## src/rtl/i2c_pkg.sv

```systemverilog
`timescale 1ns/1ps
`default_nettype none
// ============================================================================
//  Module      : i2c_pkg
//  Description : Shared I2C definitions: FSM state encoding, ACK/NACK levels,
//                R/W bit position and the address-match helper.
//  Revision    : 1.0 - initial release
// ============================================================================
package i2c_pkg;

   typedef enum logic [2:0] {
      ST_IDLE     = 3'd0,
      ST_ADDR     = 3'd1,
      ST_ADDR_ACK = 3'd2,
      ST_WR_DATA  = 3'd3,
      ST_WR_ACK   = 3'd4,
      ST_RD_DATA  = 3'd5,
      ST_RD_ACK   = 3'd6,
      ST_IGNORE   = 3'd7
   } i2c_state_e;

   localparam logic        I2C_ACK    = 1'b0;
   localparam logic        I2C_NACK   = 1'b1;
   localparam int unsigned I2C_RW_BIT = 0;

   // True when the upper seven bits of an address byte select this target.
   function automatic logic addr_match(input logic [7:0] addr_byte,
                                       input logic [6:0] own_addr);
      return (addr_byte[7:1] == own_addr);
   endfunction

endpackage : i2c_pkg
`default_nettype wire

```

## src/rtl/i2c_slave_if.sv

```systemverilog
`timescale 1ns/1ps
`default_nettype none
// ============================================================================
//  Module      : i2c_slave_if
//  Description : Pad-side and client-side signal bundle of the I2C target.
//                The slave modport is the target's view; master is the view
//                of whatever drives the pads and serves the byte client.
//  Revision    : 1.0 - initial release
// ============================================================================
interface i2c_slave_if;

   logic       scl_in;
   logic       sda_in;
   logic       sda_oe;
   logic [7:0] rx_data;
   logic       rx_valid;
   logic [7:0] tx_data;
   logic       tx_req;
   logic       busy;
   logic       nack_rx;

   modport slave (
      input  scl_in, sda_in, tx_data,
      output sda_oe, rx_data, rx_valid, tx_req, busy, nack_rx
   );

   modport master (
      output scl_in, sda_in, tx_data,
      input  sda_oe, rx_data, rx_valid, tx_req, busy, nack_rx
   );

endinterface : i2c_slave_if
`default_nettype wire

```

## src/rtl/i2c_sync_edge.sv

```systemverilog
`timescale 1ns/1ps
`default_nettype none
// ============================================================================
//  Module      : i2c_sync_edge
//  Description : Multi-flop synchronizer for one asynchronous bus line plus a
//                compare flop that yields registered single-cycle rise/fall
//                strobes. level_o changes on the same cycle as the strobe, so
//                pin-to-strobe latency is SYNC_STAGES+1 clocks.
//  Revision    : 1.0 - initial release
// ============================================================================
module i2c_sync_edge #(
   parameter int   SYNC_STAGES = 2,
   parameter logic RESET_LEVEL = 1'b1
) (
   input  wire logic clk,
   input  wire logic rst_,
   input  wire logic async_i,
   output logic      level_o,
   output logic      rise_o,
   output logic      fall_o
);

   logic [SYNC_STAGES-1:0] sync_q;
   logic                   prev_q;
   logic                   rise_q;
   logic                   fall_q;

   // Synchronizer chain; resets to the idle (released) bus level so that
   // leaving reset on a quiet bus produces no strobes.
   always_ff @(posedge clk) begin
      if (rst_) begin
         sync_q <= {SYNC_STAGES{RESET_LEVEL}};
      end else begin
         sync_q <= {sync_q[SYNC_STAGES-2:0], async_i};
      end
   end

   // Compare flop and registered edge strobes, aligned with the level output.
   always_ff @(posedge clk) begin
      if (rst_) begin
         prev_q <= RESET_LEVEL;
         rise_q <= 1'b0;
         fall_q <= 1'b0;
      end else begin
         prev_q <= sync_q[SYNC_STAGES-1];
         rise_q <= sync_q[SYNC_STAGES-1] & ~prev_q;
         fall_q <= ~sync_q[SYNC_STAGES-1] & prev_q;
      end
   end

   assign level_o = prev_q;
   assign rise_o  = rise_q;
   assign fall_o  = fall_q;

endmodule : i2c_sync_edge
`default_nettype wire

```

## src/rtl/i2c_slave.sv

```systemverilog
`timescale 1ns/1ps
`default_nettype none
// ============================================================================
//  Module      : i2c_slave
//  Description : I2C target endpoint. Detects START/STOP, matches a 7-bit
//                address, receives write bytes, serves read bytes from a
//                byte client and drives SDA open-drain via sda_oe.
//  Revision    : 1.0 - initial release
// ============================================================================
module i2c_slave
   import i2c_pkg::*;
#(
   parameter logic [6:0] ADDR        = 7'h50,
   parameter int         SYNC_STAGES = 2
) (
   input  wire logic   clk,
   input  wire logic   rst_,
   i2c_slave_if.slave  bus
);

   logic scl_lvl, scl_rise, scl_fall;
   logic sda_lvl, sda_rise, sda_fall;

   i2c_sync_edge #(.SYNC_STAGES(SYNC_STAGES), .RESET_LEVEL(1'b1)) u_scl_sync (
      .clk     (clk),
      .rst_    (rst_),
      .async_i (bus.scl_in),
      .level_o (scl_lvl),
      .rise_o  (scl_rise),
      .fall_o  (scl_fall)
   );

   i2c_sync_edge #(.SYNC_STAGES(SYNC_STAGES), .RESET_LEVEL(1'b1)) u_sda_sync (
      .clk     (clk),
      .rst_    (rst_),
      .async_i (bus.sda_in),
      .level_o (sda_lvl),
      .rise_o  (sda_rise),
      .fall_o  (sda_fall)
   );

   i2c_state_e state_q;
   logic [7:0] shift_q;
   logic [2:0] bit_cnt_q;
   logic       rw_q;
   logic       ack_on_q;   // ACK window is open (first fall seen)
   logic       ld_pend_q;  // master ACKed a read byte; load on next fall
   logic       sda_oe_q;
   logic [7:0] rx_data_q;
   logic       rx_valid_q;
   logic       busy_q;
   logic       nack_rx_q;

   logic       start_det;
   logic       stop_det;
   logic [7:0] shift_d;
   logic [2:0] bit_cnt_d;
   logic       tx_load;

   assign start_det = sda_fall & scl_lvl;
   assign stop_det  = sda_rise & scl_lvl;
   assign shift_d   = {shift_q[6:0], sda_lvl};
   assign bit_cnt_d = bit_cnt_q + 3'd1;

   // A read byte starts on the fall closing the address ACK, or on the
   // first fall after the master ACKed the previous read byte.
   assign tx_load = scl_fall & ~start_det & ~stop_det & ~rst_ &
                    (((state_q == ST_ADDR_ACK) & ack_on_q & rw_q) |
                     ((state_q == ST_RD_DATA)  & ld_pend_q));

   // Protocol FSM with shift register, bit counter and registered outputs.
   always_ff @(posedge clk) begin
      if (rst_) begin
         state_q    <= ST_IDLE;
         shift_q    <= 8'h00;
         bit_cnt_q  <= 3'd0;
         rw_q       <= 1'b0;
         ack_on_q   <= 1'b0;
         ld_pend_q  <= 1'b0;
         sda_oe_q   <= 1'b0;
         rx_data_q  <= 8'h00;
         rx_valid_q <= 1'b0;
         busy_q     <= 1'b0;
         nack_rx_q  <= 1'b0;
      end else begin
         rx_valid_q <= 1'b0;
         nack_rx_q  <= 1'b0;
         if (start_det) begin
            // START or repeated START restarts address reception from any state.
            state_q   <= ST_ADDR;
            shift_q   <= 8'h00;
            bit_cnt_q <= 3'd0;
            ack_on_q  <= 1'b0;
            ld_pend_q <= 1'b0;
            sda_oe_q  <= 1'b0;
            busy_q    <= 1'b1;
         end else if (stop_det) begin
            // STOP abandons any partial byte without reporting it.
            state_q   <= ST_IDLE;
            shift_q   <= 8'h00;
            bit_cnt_q <= 3'd0;
            ack_on_q  <= 1'b0;
            ld_pend_q <= 1'b0;
            sda_oe_q  <= 1'b0;
            busy_q    <= 1'b0;
         end else begin
            case (state_q)
               ST_IDLE: begin
                  sda_oe_q <= 1'b0;
               end

               ST_ADDR: begin
                  if (scl_rise) begin
                     shift_q   <= shift_d;
                     bit_cnt_q <= bit_cnt_d;
                     if (bit_cnt_q == 3'd7) begin
                        if (addr_match(shift_d, ADDR)) begin
                           rw_q    <= shift_d[I2C_RW_BIT];
                           state_q <= ST_ADDR_ACK;
                        end else begin
                           state_q <= ST_IGNORE;
                        end
                     end
                  end
               end

               ST_ADDR_ACK, ST_WR_ACK: begin
                  if (scl_fall) begin
                     if (!ack_on_q) begin
                        // Pull SDA low for the 9th clock.
                        sda_oe_q <= (I2C_ACK == 1'b0);
                        ack_on_q <= 1'b1;
                     end else begin
                        ack_on_q  <= 1'b0;
                        bit_cnt_q <= 3'd0;
                        if ((state_q == ST_ADDR_ACK) && rw_q) begin
                           sda_oe_q <= ~bus.tx_data[7];
                           shift_q  <= {bus.tx_data[6:0], 1'b0};
                           state_q  <= ST_RD_DATA;
                        end else begin
                           sda_oe_q <= 1'b0;
                           state_q  <= ST_WR_DATA;
                        end
                     end
                  end
               end

               ST_WR_DATA: begin
                  if (scl_rise) begin
                     shift_q   <= shift_d;
                     bit_cnt_q <= bit_cnt_d;
                     if (bit_cnt_q == 3'd7) begin
                        rx_data_q  <= shift_d;
                        rx_valid_q <= 1'b1;
                        state_q    <= ST_WR_ACK;
                     end
                  end
               end

               ST_RD_DATA: begin
                  if (scl_fall) begin
                     if (ld_pend_q) begin
                        sda_oe_q  <= ~bus.tx_data[7];
                        shift_q   <= {bus.tx_data[6:0], 1'b0};
                        bit_cnt_q <= 3'd0;
                        ld_pend_q <= 1'b0;
                     end else if (bit_cnt_q == 3'd7) begin
                        // Byte boundary: release SDA for the master's ACK bit.
                        sda_oe_q  <= 1'b0;
                        bit_cnt_q <= bit_cnt_d;
                        state_q   <= ST_RD_ACK;
                     end else begin
                        sda_oe_q  <= ~shift_q[7];
                        shift_q   <= {shift_q[6:0], 1'b0};
                        bit_cnt_q <= bit_cnt_d;
                     end
                  end
               end

               ST_RD_ACK: begin
                  if (scl_rise) begin
                     if (sda_lvl == I2C_ACK) begin
                        ld_pend_q <= 1'b1;
                        state_q   <= ST_RD_DATA;
                     end else begin
                        nack_rx_q <= 1'b1;
                        state_q   <= ST_IGNORE;
                     end
                  end
               end

               ST_IGNORE: begin
                  sda_oe_q <= 1'b0;
               end

               default: begin
                  state_q  <= ST_IDLE;
                  sda_oe_q <= 1'b0;
               end
            endcase
         end
      end
   end

   // SDA is released combinationally while reset is held so the bus is
   // freed in the very cycle reset is asserted.
   assign bus.sda_oe   = sda_oe_q & ~rst_;
   assign bus.rx_data  = rx_data_q;
   assign bus.rx_valid = rx_valid_q;
   assign bus.tx_req   = tx_load;
   assign bus.busy     = busy_q;
   assign bus.nack_rx  = nack_rx_q;

endmodule : i2c_slave
`default_nettype wire

```

## src/flat_wrapper.sv

```systemverilog
// flat-port wrapper written by rule: the top's interface ports become plain ports
module i2c_slave_flat import i2c_pkg::*;
#(
   parameter logic [6:0] ADDR        = 7'h50,
   parameter int         SYNC_STAGES = 2
)
  (clk, rst_, bus_scl_in, bus_sda_in, bus_tx_data, bus_sda_oe, bus_rx_data, bus_rx_valid, bus_tx_req, bus_busy, bus_nack_rx);
  i2c_slave_if bus_i ();
  input  wire logic clk;
  input  wire logic rst_;
  input wire logic [$bits(bus_i.scl_in)-1:0] bus_scl_in;
  input wire logic [$bits(bus_i.sda_in)-1:0] bus_sda_in;
  input wire logic [$bits(bus_i.tx_data)-1:0] bus_tx_data;
  output wire logic [$bits(bus_i.sda_oe)-1:0] bus_sda_oe;
  output wire logic [$bits(bus_i.rx_data)-1:0] bus_rx_data;
  output wire logic [$bits(bus_i.rx_valid)-1:0] bus_rx_valid;
  output wire logic [$bits(bus_i.tx_req)-1:0] bus_tx_req;
  output wire logic [$bits(bus_i.busy)-1:0] bus_busy;
  output wire logic [$bits(bus_i.nack_rx)-1:0] bus_nack_rx;
  assign bus_i.scl_in = bus_scl_in;
  assign bus_i.sda_in = bus_sda_in;
  assign bus_i.tx_data = bus_tx_data;
  assign bus_sda_oe = bus_i.sda_oe;
  assign bus_rx_data = bus_i.rx_data;
  assign bus_rx_valid = bus_i.rx_valid;
  assign bus_tx_req = bus_i.tx_req;
  assign bus_busy = bus_i.busy;
  assign bus_nack_rx = bus_i.nack_rx;
  i2c_slave #(.ADDR(ADDR), .SYNC_STAGES(SYNC_STAGES)) u_core (.clk(clk), .rst_(rst_), .bus(bus_i));
endmodule
```

## config.mk

```make
export PLATFORM = sky130hd
export DESIGN_NAME = i2c_slave_flat
export DESIGN_NICKNAME = d
export VERILOG_FILES = /design/src/rtl/i2c_pkg.sv /design/src/rtl/i2c_slave_if.sv /design/src/rtl/i2c_sync_edge.sv /design/src/rtl/i2c_slave.sv /design/src/flat_wrapper.sv
export SDC_FILE = /design/constraint.sdc
export NUM_CORES = 1
export LEC_CHECK = 0
export BUFFER_PORTS_ARGS = -buffer_cell sky130_fd_sc_hd__clkbuf_2
export CAP_MARGIN = 20
export CORE_MARGIN = 5
export CORE_UTILIZATION = 41
export CTS_BUF_LIST = sky130_fd_sc_hd__clkbuf_8
export DETAILED_ROUTE_END_ITERATION = 6
export GPL_TIMING_DRIVEN = 0
export PLACE_DENSITY_LB_ADDON = 0.05
export SYNTH_ARGS = -nofsm -noshare
export SYNTH_HDL_FRONTEND = slang
export SYNTH_SLANG_ARGS = --single-unit
```

## constraint.sdc

```tcl
create_clock -name clk -period 4 [get_ports clk]
set_input_delay 0.6 -clock clk [delete_from_list [all_inputs] [get_ports clk]]
set_output_delay 0.6 -clock clk [all_outputs]
set_load 0.01 [all_outputs]
```

### Word-level counts from Yosys, hierarchy flattened

Index checks and enable logic that the tools add are counted.

| cells by class | value |
|---|---|
| add/sub/neg operators | 1 |
| multipliers | 0 |
| div/mod/pow operators | 0 |
| magnitude comparators | 0 |
| eq/ne operators | 33 |
| shifts and indexed selects | 0 |
| multiplexer cells | 46 |
| bitwise gates (word level) | 27 |
| reduce and logical (&&, ||, !) cells | 23 |

Operators with widths:

| operator | count |
|---|---|
| $mux W8 | 7 |
| $mux W3 | 17 |
| $ne A4 B2 Y1 const B | 6 |
| $pmux W8 S3 | 1 |
| $reduce_and A11 Y1 | 2 |
| $mux W1 | 16 |
| $ne A2 B2 Y1 const B | 8 |
| $eq A3 B3 Y1 const B | 5 |
| $pmux W3 S5 | 1 |
| $and A1 B1 Y1 | 14 |
| $ne A4 B1 Y1 const B | 3 |
| $not A1 Y1 | 12 |
| $ne A2 B1 Y1 const B | 5 |
| $reduce_and A5 Y1 | 2 |
| $reduce_or A5 Y1 | 2 |
| $pmux W3 S3 | 1 |
| $eq A7 B7 Y1 const B | 1 |
| $reduce_and A7 Y1 | 1 |
| $reduce_bool A7 Y1 | 1 |
| $eq A3 B2 Y1 const B | 2 |
| $reduce_and A6 Y1 | 1 |
| $reduce_bool A3 Y1 | 2 |
| $reduce_or A2 Y1 | 3 |
| $reduce_bool A5 Y1 | 1 |
| 15 further kinds | 16 |

| storage, ports and cells | value |
|---|---|
| register bits after elaboration | 39 |
| latch bits | 0 |
| RAM bits | 0 |
| memory bits (read-only) | 0 |
| input port bits | 12 |
| output and inout port bits | 13 |
| logic and storage cells | 150 |
| memories kept | 0 |

### Longest topological paths before layout

Gate-level depths: netlist (run 1).

| logic depth | value |
|---|---|
| depth in word-level cells | 8 |
| gate-level depth with buffers | 7 |
| mapped depth without buffers | 7 |

### Cells and area by module

Synthesis (run 1) repeated with hierarchy kept, for this count alone.

| unflattened totals | value |
|---|---|
| cells, all modules | 214 |
| area, all modules | 1908.1 sq um |

Modules (own cells, without submodules):

| module | times used | cells an instance | area each (sq um) |
|---|---|---|---|
| i2c_slave | 1 | 194 | 1640.3 |
| i2c_sync_edge | 2 | 10 | 133.9 |

### Worst setup path before layout (run 1)

OpenSTA, ideal clock, no wires.

| timing path | value |
|---|---|
| kind | input port to output port |
| from | input port rst_ |
| to | output port bus_tx_req |
| data arrival time | 1482 ps |
| data required time | 3400 ps |
| path slack | 1918 ps |
| stages on the path | 4 |
| path buffers | 1 |
| cell sequence | a21oi_1 > nand2_1 > clkbuf_1 > nor3_1 |

| between the ends | value |
|---|---|
| longest elaborated chain between the ends | 3 |

RTL lines:

| what | line | RTL |
|---|---|---|
| start: declaration | flat_wrapper.sv:10 | `input wire logic rst_;` |
| $not A1 Y1 | i2c_slave.sv:67 | `assign tx_load = scl_fall & ~start_det & ~stop_det & ~rst_ &` |
| $and A1 B1 Y1 (2 in series) | i2c_slave.sv:67 |  |
| end: declaration | flat_wrapper.sv:17 | `output wire logic [$bits(bus_i.tx_req)-1:0] bus_tx_req;` |

Every way passes these cells.

### Worst setup path after layout (run 1)

Same ends and word-level chain as after synthesis.

==> results of run 1 <==
==> cell families (layout without fill, tap and decap cells) <==
family | Yosys count | in the layout | share of synthesized area
mux | 21 | 21 | 0.113
flops | 39 | 39 | 0.413
compound gates | 41 | 41 | 0.165
buf+inv | 18 | 50 | 0.0615
xor+xnor | 2 | 2 | 0.00927
fa+ha+maj | 3 | 3 | 0.0185
simple gates | 75 | 75 | 0.220
==> layout make-up <==
cell class | count | share of cell area
clock inverters | 3 | 0.0200
repair buffers | 24 | 0.0549
flip-flops and latches | 39 | 0.357
multi-input cells | 142 | 0.454
inverters | 6 | 0.0103
clock buffers | 5 | 0.0314
plain buffers | 12 | 0.0429
well taps | 52 | 0.0297
==> path summary, 6_finish.rpt <==
| kind | startpoint | end | slack [ns] | depth (start not counted) |
|---|---|---|---|---|
| max | rst_ | bus_tx_req | 1.50 | 6 |
| min reg2reg | u_core.u_scl_sync.sync_q[0] | u_core.u_scl_sync.sync_q[1] | 0.43 | 1 |
| min | u_core.u_scl_sync.sync_q[0] | u_core.u_scl_sync.sync_q[1] | 0.43 | 1 |
| max reg2reg | u_core.state_q[0] | u_core.shift_q[4] | 2.11 | 7 |
==> per-stage QoR <==
stage / worst slack (ns) / cells / hold WS [ns]
3_3_place_gp: 1.51 / 275 / 0.396
6_report: 1.50 / 283 / 0.428
4_1_cts: 1.46 / 283 / 0.431
2_1_floorplan: 1.92 / 199 / 0.389
5_1_grt: 1.29 / 283 / 0.438
3_5_place_dp: 1.46 / 275 / 0.409
==> worst reg2reg max path, cell delays in order (launching register included) <==
cell	delay [ns]
dfxtp_1	0.31
buf_2	0.18
clkinv_1	0.26
o21a_1	0.24
a211oi_4	0.38
buf_6	0.20
nor2_1	0.06
a211oi_2	0.18
==> flip-flops by register name (all words and copies together), names as in the netlist <==
name and flops:
u_core.rw_q 1, u_core.ld_pend_q 1, u_core.state_q 3, u_core.shift_q 8, u_core.bus.rx_data 8, u_core.u_sda_sync.rise_o 1
u_core.u_sda_sync.sync_q 2, u_core.u_scl_sync.level_o 1, u_core.bit_cnt_q 3, u_core.bus.rx_valid 1, u_core.u_sda_sync.level_o 1, u_core.u_scl_sync.sync_q 2
u_core.bus.nack_rx 1, u_core.ack_on_q 1, u_core.u_sda_sync.fall_o 1, u_core.bus.busy 1, u_core.u_scl_sync.rise_o 1, u_core.u_scl_sync.fall_o 1
u_core.sda_oe_q 1
==> cells in the final DEF (no fill, tap or decap), drive strengths merged, types with 3 or more instances in the layout <==
cell	netlist	layout
nand2	7	7
clkinv	1	3
nor2b	3	3
or2	6	6
clkbuf	3	32
a211oi	10	10
inv	5	5
a21oi	8	8
buf	7	7
nor3	4	4
dfxtp	39	39
nor2	29	29
o21ai	9	9
mux2i	19	19
nor3b	7	7
nand3	8	8
==> where the power goes <==
part	leakage [uW]	internal, uW	total (uW)	switching (uW)
sequential	0.000316	407	419	12.2
combinational	0.000574	107	251	144
clock	0.0000581	186	333	147
total	0.000949	700	1000	303
==> metal layers <==
layer | vias to the layer above | track usage | share of wire
met5 | - | 0 | 0
met4 | 0 | 0.0405 | 0.0057
met3 | 4 | 0.0359 | 0.042
met2 | 32 | 0.246 | 0.49
met1 | 717 | 0.184 | 0.46
li1 | 767 | - | -
==> run metrics, run 1 <==
vias per std cell around 5.4; Clock Path Buffers 2; Largest stage delay, worst path 0.33 ns; TNS Setup 0 ns; Synth top area share 0.413; Lkg Pwr 0.000949 uW; predominant post-synthesis flop cell dfxtp_1; cts repair resizes 0; Avg Cell Area, Syn between 9 and 10 um^2; DRT iter0 DRCs between 80 and 90; HPWL Detailed just over 3000 um; first-pass iteration count of the detailed router 4; htree depth 2; share of layout cells above drive strength 1 0.247; Post-Syn Area approximately 1900 um^2; Synth top cells by count dfxtp_1 (39), nor2_1 (29), mux2i_1 (19); Buf/Inv on CP 3; Worst-Margin Slew just under 0.5 ns; number of remaining DRC errors 0; Layout area overhead 15.8%; area of the multi-input gates just under 1000 um^2; Seq/Total Area, Yosys 0.413; GP Congestion 0.889; net count after synthesis approximately 210; DIE WIDTH 77.9 um; IO Port Bufs 24; Synth Register Bits 39; Post-synth EDFFs 0; status finished clean; crit path cell chain clkbuf_2 > a21oi_1 > nand2_1 > clkbuf_1 > nor3_1 > clkbuf_2; cells after synthesis around 200; Reg clk slew, reported paths 0.08 ns; Crit. End Element output port; pin count of the biggest net entering global routing 14; gr ovfl total 0; crit path kind in -> out; crit path DAT ~1.9 ns; Slowest cell on crit path clkbuf_1; Max-cap violations 0; CP max FO 10; Max Transition Viols Final 0; DRT Wirelength 4210 um; Yosys warnings 0; HP Class reg -> reg; postcts setup bufs 0; total chip power about 1000 uW; relative slew slack 0.670; Worst Path Required about 3.4 ns; register area around 780 um^2; cell accounting for the most synthesized area dfxtp_1; Async SR Flop Fraction 0; initial antenna violation count 0; Starting Density 0.428; DIE AREA 6070 um^2; wire per inst about 15 um; die height about 78 um; Layout Nets around 240; number of fill cells roughly 420; final setup violation count 0; worst-skew pair later-pin latency just under 0.3 ns; GRT Util Overall 0.146; Routed Antenna Nets 0; worst vdd ir 0.000219 V; CTS Buf Count 5; vias in the first global route between 1500 and 2000; count of cell types in the netlist 50; first-pass GRT wire length a little over 7000 um; Max Fclk around 0.4 GHz; total number of vias between 1500 and 2000; cell mode on critical path clkbuf_2; CTS root buffer clkbuf_8; hold_buf cts 0; post-route core utilization 0.496; core outline area about 4400 um^2; CTS tree built; post-place instance area a little over 2000 um^2; RSZ-0062 raised after global routing no; clock sinks 39; crit-path leading delay family buffers and inverters; Tcrit/Tclk final 0.626; Setup crit start kind input pin; final hold violations 0; Antenna Cells 0; IO Pins 25; Finished Cell Area 2190 um^2; row cnt 24; Final min period ~2.5 ns; P per Cell Area 458 nW/um^2; synth top area cells dfxtp_1 (41%), mux2i_1 (10%), nor2_1 (5.8%); clk_skew 0.00658 ns; most numerous cell in the Yosys netlist dfxtp_1
Note: power is estimated with default switching activity, not from simulation.
==> run 2, diff against run 1 <==
==> constraint.sdc (replaced) <==
create_clock -name clk -period 2.2 [get_ports clk]
set_input_delay 0.33 -clock clk [delete_from_list [all_inputs] [get_ports clk]]
set_output_delay 0.33 -clock clk [all_outputs]
set_load 0.01 [all_outputs]
==> run 2 against run 1 <==
Net effect: via count rose by 0.72%; design area rose by 0.40%; non-clock buffer count fell by 1; cell count fell by 0.35%; register-to-register slack got worse by 1.8 ns; total power rose by 82%; utilization rose by 0.20 points; sequential power rose by 82%; combinational power rose by 81%; hold slack got worse by 0.21 ns; count of clock-buffer cells in the layout did not move; first-iteration DRC count rose by 16%; critical path type is now reg -> out; largest power group unchanged.
==> run metrics, run 2 (same netlist as run 1, synthesis figures left out) <==
Layout area overhead 16.2%; final hold violations 0; Reg clk slew, reported paths roughly 0.08 ns; CTS tree built; cell count of the worst reg-to-reg path 7; gr ovfl total 0; Finished Cell Area ~2200 um^2; HP Class in -> reg; htree depth 2; Slowest cell on crit path clkbuf_1; DRT iter0 DRCs 100; Final min period 2.02 ns; hold_buf cts 0; Antenna Cells 0; Crit. End Element output port; Starting Density 0.428; status finished clean; GP Congestion 0.889; FF-to-FF End u_core.shift_q[4]; worst vdd ir between 0.0003 and 0.0004 V; Worst-Margin Slew about 0.44 ns; GRT Util Overall 0.146; DIE WIDTH slightly below 80 um; CTS root buffer clkbuf_8; Lkg Pwr ~0.00095 uW; crit path DAT roughly 1.7 ns; vias in the first global route 1513; Max Transition Viols Final 0; vias per std cell 5.43; IO Pins 25; commonest non-fill, non-tap cell in the layout dfxtp_1; final setup violation count 0; P per Cell Area around 830 nW/um^2; Hold EP u_core.u_scl_sync.sync_q[0]; first-pass iteration count of the detailed router 4; CP max FO 10; number of remaining DRC errors 0; total number of vias 1531; RSZ-0062 raised after global routing no; Tcrit/Tclk final 0.919; area of the multi-input gates roughly 1000 um^2; core outline area around 4400 um^2; CTS Buf Count 5; post-place instance area just over 2000 um^2; r2r setup slk ~0.3 ns; HPWL Detailed slightly above 3000 um; register area a little under 800 um^2; crit path kind reg -> out; start point of the worst hold path bus_scl_in; cell count of the worst hold path 2; R2R Path Start u_core.state_q[0]; TNS Setup 0 ns; DRT Wirelength 4180 um; Max-cap violations 0; clock sinks 39; relative slew slack 0.705; crit path cell chain buf_2 > clkbuf_1 > a32oi_1 > nor3_1 > clkbuf_2; initial antenna violation count 0; commonest cells after routing, fill and taps aside dfxtp_1 (39), nor2_1 (29), clkbuf_2 (25); number of fill cells 425; row cnt 24; first-pass GRT wire length approximately 7300 um; Largest stage delay, worst path 0.38 ns; DIE AREA about 6100 um^2; Layout Nets about 240; pin count of the biggest net entering global routing 14; wire per inst 14.8 um; clk_skew roughly 0.0067 ns; share of layout cells above drive strength 1 0.265; Setup crit start kind flip-flop; die height ~80 um; IO Port Bufs 24; Routed Antenna Nets 0; Max Fclk roughly 0.5 GHz; Worst Path Required between 1.5 and 2 ns; Clock Path Buffers 2; post-route core utilization 0.498; worst-skew pair later-pin latency between 0.2 and 0.3 ns
run 2: repair_timing:
item	CTS	global route
endpoints found under the setup margin	1	1
resized for setup	1	3
buffers inserted	0	0
run 2: worst max-delay path by stage:
stage | startpoint | to | slack [ns] | cells past startpoint
CTS | u_core.u_scl_sync.level_o | bus_tx_req | 0.02 | 5
detailed placement | rst_ | bus_tx_req | 0.20 | 6
floorplan | u_core.shift_q[1] | u_core.rw_q | 0.52 | 5
global placement | rst_ | bus_tx_req | 0.25 | 6
global route | u_core.state_q[0] | bus_tx_req | 0.005 | 5
finish | u_core.state_q[0] | bus_tx_req | 0.18 | 5
run 2: worst max-delay path: cells and delay by family (launching register included):
kind	cells	cell delay [ns]
AND/OR/NAND/NOR	1	0.19
buffers and inverters	3	0.72
flip-flops	1	0.31
AO/OA/AOI/OAI	1	0.17
run 2: through the flow:
| step | hold slack [ns] | setup slack, ns | power, uW | instances |
|---|---|---|---|---|
| 2_1_floorplan | 0.389 | 0.520 | 1140 | 199 |
| 3_3_place_gp | 0.396 | 0.248 | 1220 | 275 |
| 3_5_place_dp | 0.409 | 0.199 | 1230 | 275 |
| 4_1_cts | 0.208 | 0.0235 | 1830 | 283 |
| 5_1_grt | 0.213 | 0.00549 | 1920 | 282 |
| 6_report | 0.214 | 0.178 | 1820 | 282 |
run 2: layout make-up:
cell class / count / area share
Tap cell: 52 / 0.0296
Clock inverter: 3 / 0.0199
Clock buffer: 5 / 0.0313
Timing Repair Buffer: 24 / 0.0547
Inverter: 6 / 0.0103
Sequential cell: 39 / 0.355
Buffer: 11 / 0.0416
Multi-Input combinational cell: 142 / 0.457
run 2: where the power goes:
part / total (uW) / switching, uW / internal, uW / leakage (uW)
clock: 606 / 268 / 338 / 0.0000581
sequential: 761 / 21.8 / 739 / 0.000316
combinational: 455 / 261 / 194 / 0.000577
total: 1820 / 551 / 1270 / 0.000951
run 2: layer usage:
metal	up-vias	track usage	wire (um)	part of all wire
met5	-	0	0	0
met4	0	0.0405	42	0.010
met2	40	0.246	2040	0.49
li1	765	-	-	-
met3	5	0.0359	203	0.049
met1	721	0.184	1890	0.45
